**src/rtl/apb_sram_pkg.sv**
```systemverilog
// rtl/apb_sram_pkg.sv - shared APB SRAM types, arbiter state encoding and index-width helper
//
// Purpose : common types for the APB SRAM arbiter slice.
// Contents: apb_addr_t / apb_data_t bus types, apb_arb_state_e FSM encoding,
//           req_idx_w() width of a requester index.
package apb_sram_pkg;

    localparam int APB_AW = 32;
    localparam int APB_DW = 32;

    typedef logic [APB_AW-1:0] apb_addr_t;
    typedef logic [APB_DW-1:0] apb_data_t;

    localparam logic [1:0] ST_IDLE   = 2'd0;
    localparam logic [1:0] ST_SETUP  = 2'd1;
    localparam logic [1:0] ST_ACCESS = 2'd2;

    typedef enum logic [1:0] {
        IDLE   = ST_IDLE,
        SETUP  = ST_SETUP,
        ACCESS = ST_ACCESS
    } apb_arb_state_e;

    // A single-requester index still needs one bit to stay a legal vector.
    function automatic int req_idx_w(input int n);
        return (n <= 2) ? 1 : $clog2(n);
    endfunction

endpackage

```
**src/rtl/apb_rr_arbiter.sv**
```systemverilog
// rtl/apb_rr_arbiter.sv - combinational round-robin pick: first request at or after the pointer
//
// Purpose : combinational round-robin selection.
// Ports   : req  in  NUM_REQ  pending requests
//           ptr  in  IW       highest-priority requester this round
//           gnt  out NUM_REQ  one-hot grant (zero when no request)
//           idx  out IW       binary index of the granted requester
//           any  out 1        at least one request present
module apb_rr_arbiter
    import apb_sram_pkg::*;
#(
    parameter  int NUM_REQ = 4,
    localparam int IW      = req_idx_w(NUM_REQ)
) (
    input  logic [NUM_REQ-1:0] req,
    input  logic [IW-1:0]      ptr,
    output logic [NUM_REQ-1:0] gnt,
    output logic [IW-1:0]      idx,
    output logic               any
);

    logic [IW:0]   pos;
    logic [IW-1:0] cand;

    always_comb begin
        gnt  = '0;
        idx  = '0;
        any  = 1'b0;
        pos  = '0;
        cand = '0;
        // Walk from the pointer upward, wrapping once; the first hit wins.
        for (int i = 0; i < NUM_REQ; i++) begin
            pos = {1'b0, ptr} + (IW+1)'(i);
            if (pos >= (IW+1)'(NUM_REQ)) begin
                pos = pos - (IW+1)'(NUM_REQ);
            end
            cand = pos[IW-1:0];
            if (!any && req[cand]) begin
                any       = 1'b1;
                idx       = cand;
                gnt[cand] = 1'b1;
            end
        end
    end

endmodule

```
**src/rtl/apb_sram_arbiter.sv**
```systemverilog
// rtl/apb_sram_arbiter.sv - round-robin APB master sequencer sharing one SRAM slave among requesters
//
// Purpose : grants requesters round-robin, runs APB SETUP/ACCESS, returns read data or
//           error, and aborts a transfer whose PREADY never arrives.
// Ports   : PCLK, PRESET (sync, active high)
//           req_valid/req_write/req_addr/req_wdata  in   per-requester request
//           req_ready                               out  one-hot accept pulse
//           resp_valid/resp_rdata/resp_err          out  one-hot completion, data, error
//           PADDR/PSEL/PENABLE/PWRITE/PWDATA        out  APB request
//           PREADY/PSLVERR/PRDATA                   in   APB response
module apb_sram_arbiter
    import apb_sram_pkg::*;
#(
    parameter int NUM_REQ = 4,
    parameter int TIMEOUT = 16
) (
    input  logic                    PCLK,
    input  logic                    PRESET,
    input  logic [NUM_REQ-1:0]      req_valid,
    input  logic [NUM_REQ-1:0]      req_write,
    input  apb_addr_t [NUM_REQ-1:0] req_addr,
    input  apb_data_t [NUM_REQ-1:0] req_wdata,
    output logic [NUM_REQ-1:0]      req_ready,
    output logic [NUM_REQ-1:0]      resp_valid,
    output apb_data_t               resp_rdata,
    output logic                    resp_err,
    output apb_addr_t               PADDR,
    output logic                    PSEL,
    output logic                    PENABLE,
    output logic                    PWRITE,
    output apb_data_t               PWDATA,
    input  logic                    PREADY,
    input  logic                    PSLVERR,
    input  apb_data_t               PRDATA
);

    localparam int IW = req_idx_w(NUM_REQ);
    localparam int TW = (TIMEOUT > 1) ? $clog2(TIMEOUT) : 1;

    apb_arb_state_e     state;
    logic [IW-1:0]      ptr;
    logic [NUM_REQ-1:0] cur_gnt;
    logic [TW-1:0]      tcnt;

    logic [NUM_REQ-1:0] eff_req;
    logic [NUM_REQ-1:0] arb_gnt;
    logic [IW-1:0]      arb_idx;
    logic               arb_any;
    logic               timed_out;
    logic               take;

    // The requester still in flight cannot win again until its response has gone out.
    assign eff_req   = req_valid & ((state == IDLE) ? {NUM_REQ{1'b1}} : ~cur_gnt);
    assign timed_out = (TIMEOUT != 0) && (tcnt == TW'(TIMEOUT - 1));
    assign take      = arb_any && ((state == IDLE) || ((state == ACCESS) && PREADY));

    apb_rr_arbiter #(
        .NUM_REQ (NUM_REQ)
    ) u_rr (
        .req (eff_req),
        .ptr (ptr),
        .gnt (arb_gnt),
        .idx (arb_idx),
        .any (arb_any)
    );

    always_ff @(posedge PCLK) begin
        if (PRESET) begin
            state      <= IDLE;
            ptr        <= '0;
            cur_gnt    <= '0;
            tcnt       <= '0;
            req_ready  <= '0;
            resp_valid <= '0;
            resp_rdata <= '0;
            resp_err   <= 1'b0;
            PADDR      <= '0;
            PSEL       <= 1'b0;
            PENABLE    <= 1'b0;
            PWRITE     <= 1'b0;
            PWDATA     <= '0;
        end else begin
            req_ready  <= '0;
            resp_valid <= '0;
            case (state)
                IDLE: begin
                end
                SETUP: begin
                    PENABLE <= 1'b1;
                    tcnt    <= '0;
                    state   <= ACCESS;
                end
                ACCESS: begin
                    if (PREADY) begin
                        resp_valid <= cur_gnt;
                        resp_err   <= PSLVERR;
                        resp_rdata <= PWRITE ? '0 : PRDATA;
                        PSEL       <= 1'b0;
                        PENABLE    <= 1'b0;
                        state      <= IDLE;
                    end else if (timed_out) begin
                        resp_valid <= cur_gnt;
                        resp_err   <= 1'b1;
                        resp_rdata <= '0;
                        PSEL       <= 1'b0;
                        PENABLE    <= 1'b0;
                        state      <= IDLE;
                    end else begin
                        tcnt <= tcnt + 1'b1;
                    end
                end
                default: state <= IDLE;
            endcase
            // A grant overrides the return to IDLE so back-to-back transfers keep PSEL high.
            if (take) begin
                req_ready <= arb_gnt;
                cur_gnt   <= arb_gnt;
                PADDR     <= req_addr[arb_idx];
                PWRITE    <= req_write[arb_idx];
                PWDATA    <= req_write[arb_idx] ? req_wdata[arb_idx] : '0;
                PSEL      <= 1'b1;
                PENABLE   <= 1'b0;
                state     <= SETUP;
                ptr       <= (arb_idx == IW'(NUM_REQ - 1)) ? '0 : arb_idx + 1'b1;
            end
        end
    end

    a_penable_psel: assert property (@(posedge PCLK) disable iff (PRESET)
        PENABLE |-> PSEL);
    a_fields_stable: assert property (@(posedge PCLK) disable iff (PRESET)
        (PSEL && PENABLE) |-> $stable({PADDR, PWRITE, PWDATA}));
    a_ready_onehot: assert property (@(posedge PCLK) disable iff (PRESET)
        $onehot0(req_ready));
    a_resp_onehot: assert property (@(posedge PCLK) disable iff (PRESET)
        $onehot0(resp_valid));

endmodule

```
**config.mk**
```make
export PLATFORM = sky130hd
export DESIGN_NAME = apb_sram_arbiter
export DESIGN_NICKNAME = d
export VERILOG_FILES = /design/src/rtl/apb_sram_pkg.sv /design/src/rtl/apb_rr_arbiter.sv /design/src/rtl/apb_sram_arbiter.sv
export SDC_FILE = /design/constraint.sdc
export NUM_CORES = 1
export LEC_CHECK = 0
export ABC_CLOCK_PERIOD_IN_PS = 3200
export BUFFER_PORTS_ARGS = -buffer_cell sky130_fd_sc_hd__clkbuf_2
export CELL_PAD_IN_SITES_DETAIL_PLACEMENT = 0
export CELL_PAD_IN_SITES_GLOBAL_PLACEMENT = 1
export CORE_MARGIN = 5
export CORE_UTILIZATION = 27
export DETAILED_ROUTE_END_ITERATION = 8
export PLACE_DENSITY_LB_ADDON = 0.1
export SLEW_MARGIN = 20
export SYNTH_ARGS = -nofsm -noshare
export SYNTH_HDL_FRONTEND = slang
export SYNTH_SLANG_ARGS = --single-unit
```
**constraint.sdc**
```tcl
create_clock -name PCLK -period 3.2 [get_ports PCLK]
set_input_delay 0.48 -clock PCLK [delete_from_list [all_inputs] [get_ports PCLK]]
set_output_delay 0.48 -clock PCLK [all_outputs]
set_load 0.005 [all_outputs]
```
==> results.toml <==
[synth]
synthTopCellsByArea = "dfxtp_1 (38%), mux2i_1 (16%), a22oi_1 (6.9%), mux2_2 (5.2%), a32o_1 (5.1%)"
yosysSeqAreaShare_pct = 38.1
ys_ff_latch = 120
synthCells = 664
synth_edf_count = 0
async_reset_ff_share_pct = 0
syn-num-nets = 976
synth_flop_cell = "dfxtp_1"
yosys.area.top_type = "dfxtp_1"
syn_area_um2 = 6300
synth_cell_types = 48
yosysTopAreaCellShare_pct = 38.1
avgSynthCellArea_um2 = 9.49
yosys_warnings = 0

[timing]
setup_tns_ps = 0
setup_viol = 0
final.setup_skew_ps = 9.07
hold_slack_ps = 304
maxSlewViolCount = 0
fin_crit_ps = 2920
relSlewSlack_pct = 61.7
worst_pin_slew_ps = 575
fmax_mhz = 343
hold_viol = 0
rsz0062_at_grt = "no"
finalCritPeriodShare_pct = 91.1

[worst_hold_path]
holdPathStages = 3
min_path_type = "in2reg"
hold_end = "resp_rdata[20]"
hp-start = "PRDATA[20]"

[clock_tree]
clockBufferDepth = 2
clkLatencyLatePin_ps = 420
root_buffer = "clkbuf_16"
htreeDepth = 4
cts_hold_buf = 0
cts_inserted_buffers = 17
clock_sinks = 120
cts_tree = "built"
clk_pin_slew_worst_paths_ps = 60

[place]
gp_congestion = 0.820
dp_cells = 1365
portBuffers = 407
dp_hpwl_mm = 20.5

[setup_path]
cpPeakStageDelay_ps = 330
start_kind = "register"
worst_setup_path_end_kind = "register"
crit_fanout = 15
cp_top_family = "compound AO/OA/AOI/OAI gates"
slowest_stage = "dfxtp_1"
reg2reg_to = "PWDATA[8]"
reg2reg_slack_ps = 280
crit_type = "reg2reg"
path_buf_inv = 3
arrival_ps = 3230
path_cells = "inv_1 > ha_2 > nor2b_1 > o221ai_1 > a211oi_2 > or3_1 > and3_4 > buf_12 > buf_4 > mux2i_1 > nand2_1 > a32o_1"
reg2reg_from = "state[0]"
reg2reg_depth = 12
worstPathRequired_ps = 3520

[power_and_ir_drop]
seqPwrFrac_pct = 22.8
vdd_ir_drop_max_v = 0.000376
finalPower_w = 0.00862
power_density_nw_per_um2 = 920
pwr-share-comb_pct = 56.1
total_leakage_power_nw = 4.62
p_clk_share_pct = 21.2
p_int_w = 0.00520
netSwitchingPower_w = 0.00342
p_sw_share_pct = 39.7

[finish]
final_util_pct = 40.3
drive_gt1_share_pct = 47.3
finalNonFillerCells = 1398
nets = 1377
final_cell_mix = "clkbuf_2 (407), dfxtp_1 (120), mux2i_1 (98)"
layout_commonest_cell = "clkbuf_2"
synthToLayoutAreaGrowth_pct = 48.6

[run_status]
status = "completed"

[route]
drt-initial-drc-count = 306
viasPerCell = 4.74
post_drt_wl_per_cell_um = 18.6
drt_pass1_iterations = 6
drt_wl_total_mm = 26.0
vias = 6626
drc = 0
antenna_left = 0

[global_route]
overflow = 0
grt_busiest_layer = "met2"
grtUsageTotal_pct = 18.5
met3_usage_pct = 6.68
grt_max_degree = 48
antenna_found_initial = 2
grt_util_met1_pct = 20.8
met2_usage_pct = 33.1
grt_pass1_vias = 6773
grt_pass1_wl_mm = 38.2

[run]
cap_violations = 0

[floorplanning]
row_count = 56
dieArea_um2 = 26500
die_h_um = 163
initial_core_util_pct = 27.1
pin_count = 408
die_w_um = 163
core_area_um2 = 23300
how the worst max path moves through the flow:
stage,start,to,slack (ps),cells past startpoint
global route,state[0],PADDR[28],5,12
global placement,state[0],PWDATA[12],250,12
finish,state[0],PWDATA[8],280,12
floorplan,ptr[0],PADDR[29],220,13
detailed placement,state[0],PWDATA[8],190,12
CTS,state[0],PWDATA[8],170,12
per-layer routing:
metal | wire [um] | up-vias
met5 | 0 | -
met4 | 477 | 0
met3 | 2300 | 38
met2 | 13200 | 279
met1 | 10000 | 3039
li1 | - | 3270
state kept, by name (all words and copies together) (netlist names):
register	cells
PENABLE	1
cur_gnt	4
tcnt	4
PSEL	1
resp_valid	4
resp_err	1
PWRITE	1
resp_rdata	32
req_ready	4
PADDR	32
state	2
ptr	2
PWDATA	32
Yosys cell counts (2+ instances only):
master and instances:
dfxtp_1 120, mux2i_1 98, nand2_1 78, a22oi_1 58, nor2_1 56, a32o_1 32, clkbuf_1 32, mux2_2 29
o21ai_1 21, ha_1 12, a221o_1 11, a21oi_1 10, inv_1 7, nor2b_1 7, buf_2 6, buf_4 6
buf_6 6, o21ai_0 6, a21o_1 5, nand2b_1 5, nand3_1 5, nor3b_1 5, a222oi_1 4, and2_1 4
mux2_1 4, nor3_1 3, a211oi_1 2, a221oi_2 2, a31oi_1 2, and3_1 2, clkbuf_4 2, nand2b_4 2
nand3b_1 2, nand4_1 2, o221ai_1 2, o22a_1 2, o22ai_1 2, xnor2_1 2
stage by stage:
stage          setup WS [ps]  cell area, um^2
6_report                 285             9360
5_1_grt                 5.42             9360
4_1_cts                  173             9350
3_5_place_dp             189             8800
3_3_place_gp             249             8800
2_1_floorplan            222             6300
power by group through the flow:
stage	logic (W)	registers [W]	clock network (W)
2_1_floorplan	0.00339	0.00200	0
3_3_place_gp	0.00491	0.00199	0
3_5_place_dp	0.00489	0.00199	0
4_1_cts	0.00491	0.00197	0.00189
5_1_grt	0.00528	0.00200	0.00195
6_report	0.00483	0.00196	0.00182
cells by family after synthesis:
family | count (synthesis) | share of synthesized area [%]
compound gates | 166 | 20.6
buf+inv | 59 | 4.82
xor+xnor | 2 | 0.278
flops | 120 | 38.1
fa+ha+maj | 12 | 2.38
mux | 132 | 21.7
simple gates | 173 | 12.1
worst reg2reg max path: stages (launching register included):
cell and delay (ps):
dfxtp_1 330, inv_1 70, ha_2 250, nor2b_1 210, o221ai_1 190, a211oi_2 320
or3_1 160, and3_4 280, buf_12 190, buf_4 230, mux2i_1 230, nand2_1 80
a32o_1 270
layout make-up:
| type | instances | area (um^2) |
|---|---|---|
| fill | 2411 | 13900 |
| multi-input combinational | 485 | 3640 |
| sequential | 120 | 2400 |
| timing repair buffer | 434 | 2340 |
| clock buffer | 17 | 425 |
| tap | 319 | 399 |
| clock inverter | 14 | 128 |
| inverter | 7 | 26.3 |
| antenna | 2 | 5.00 |
timing repair:
action | in CTS | in global routing
setup endpoints to repair | 0 | 53
buffers inserted | 0 | 0
resized for setup | 0 | 2
hold endpoints to repair | 0 | 0
Power figures use the tool's default switching activity.
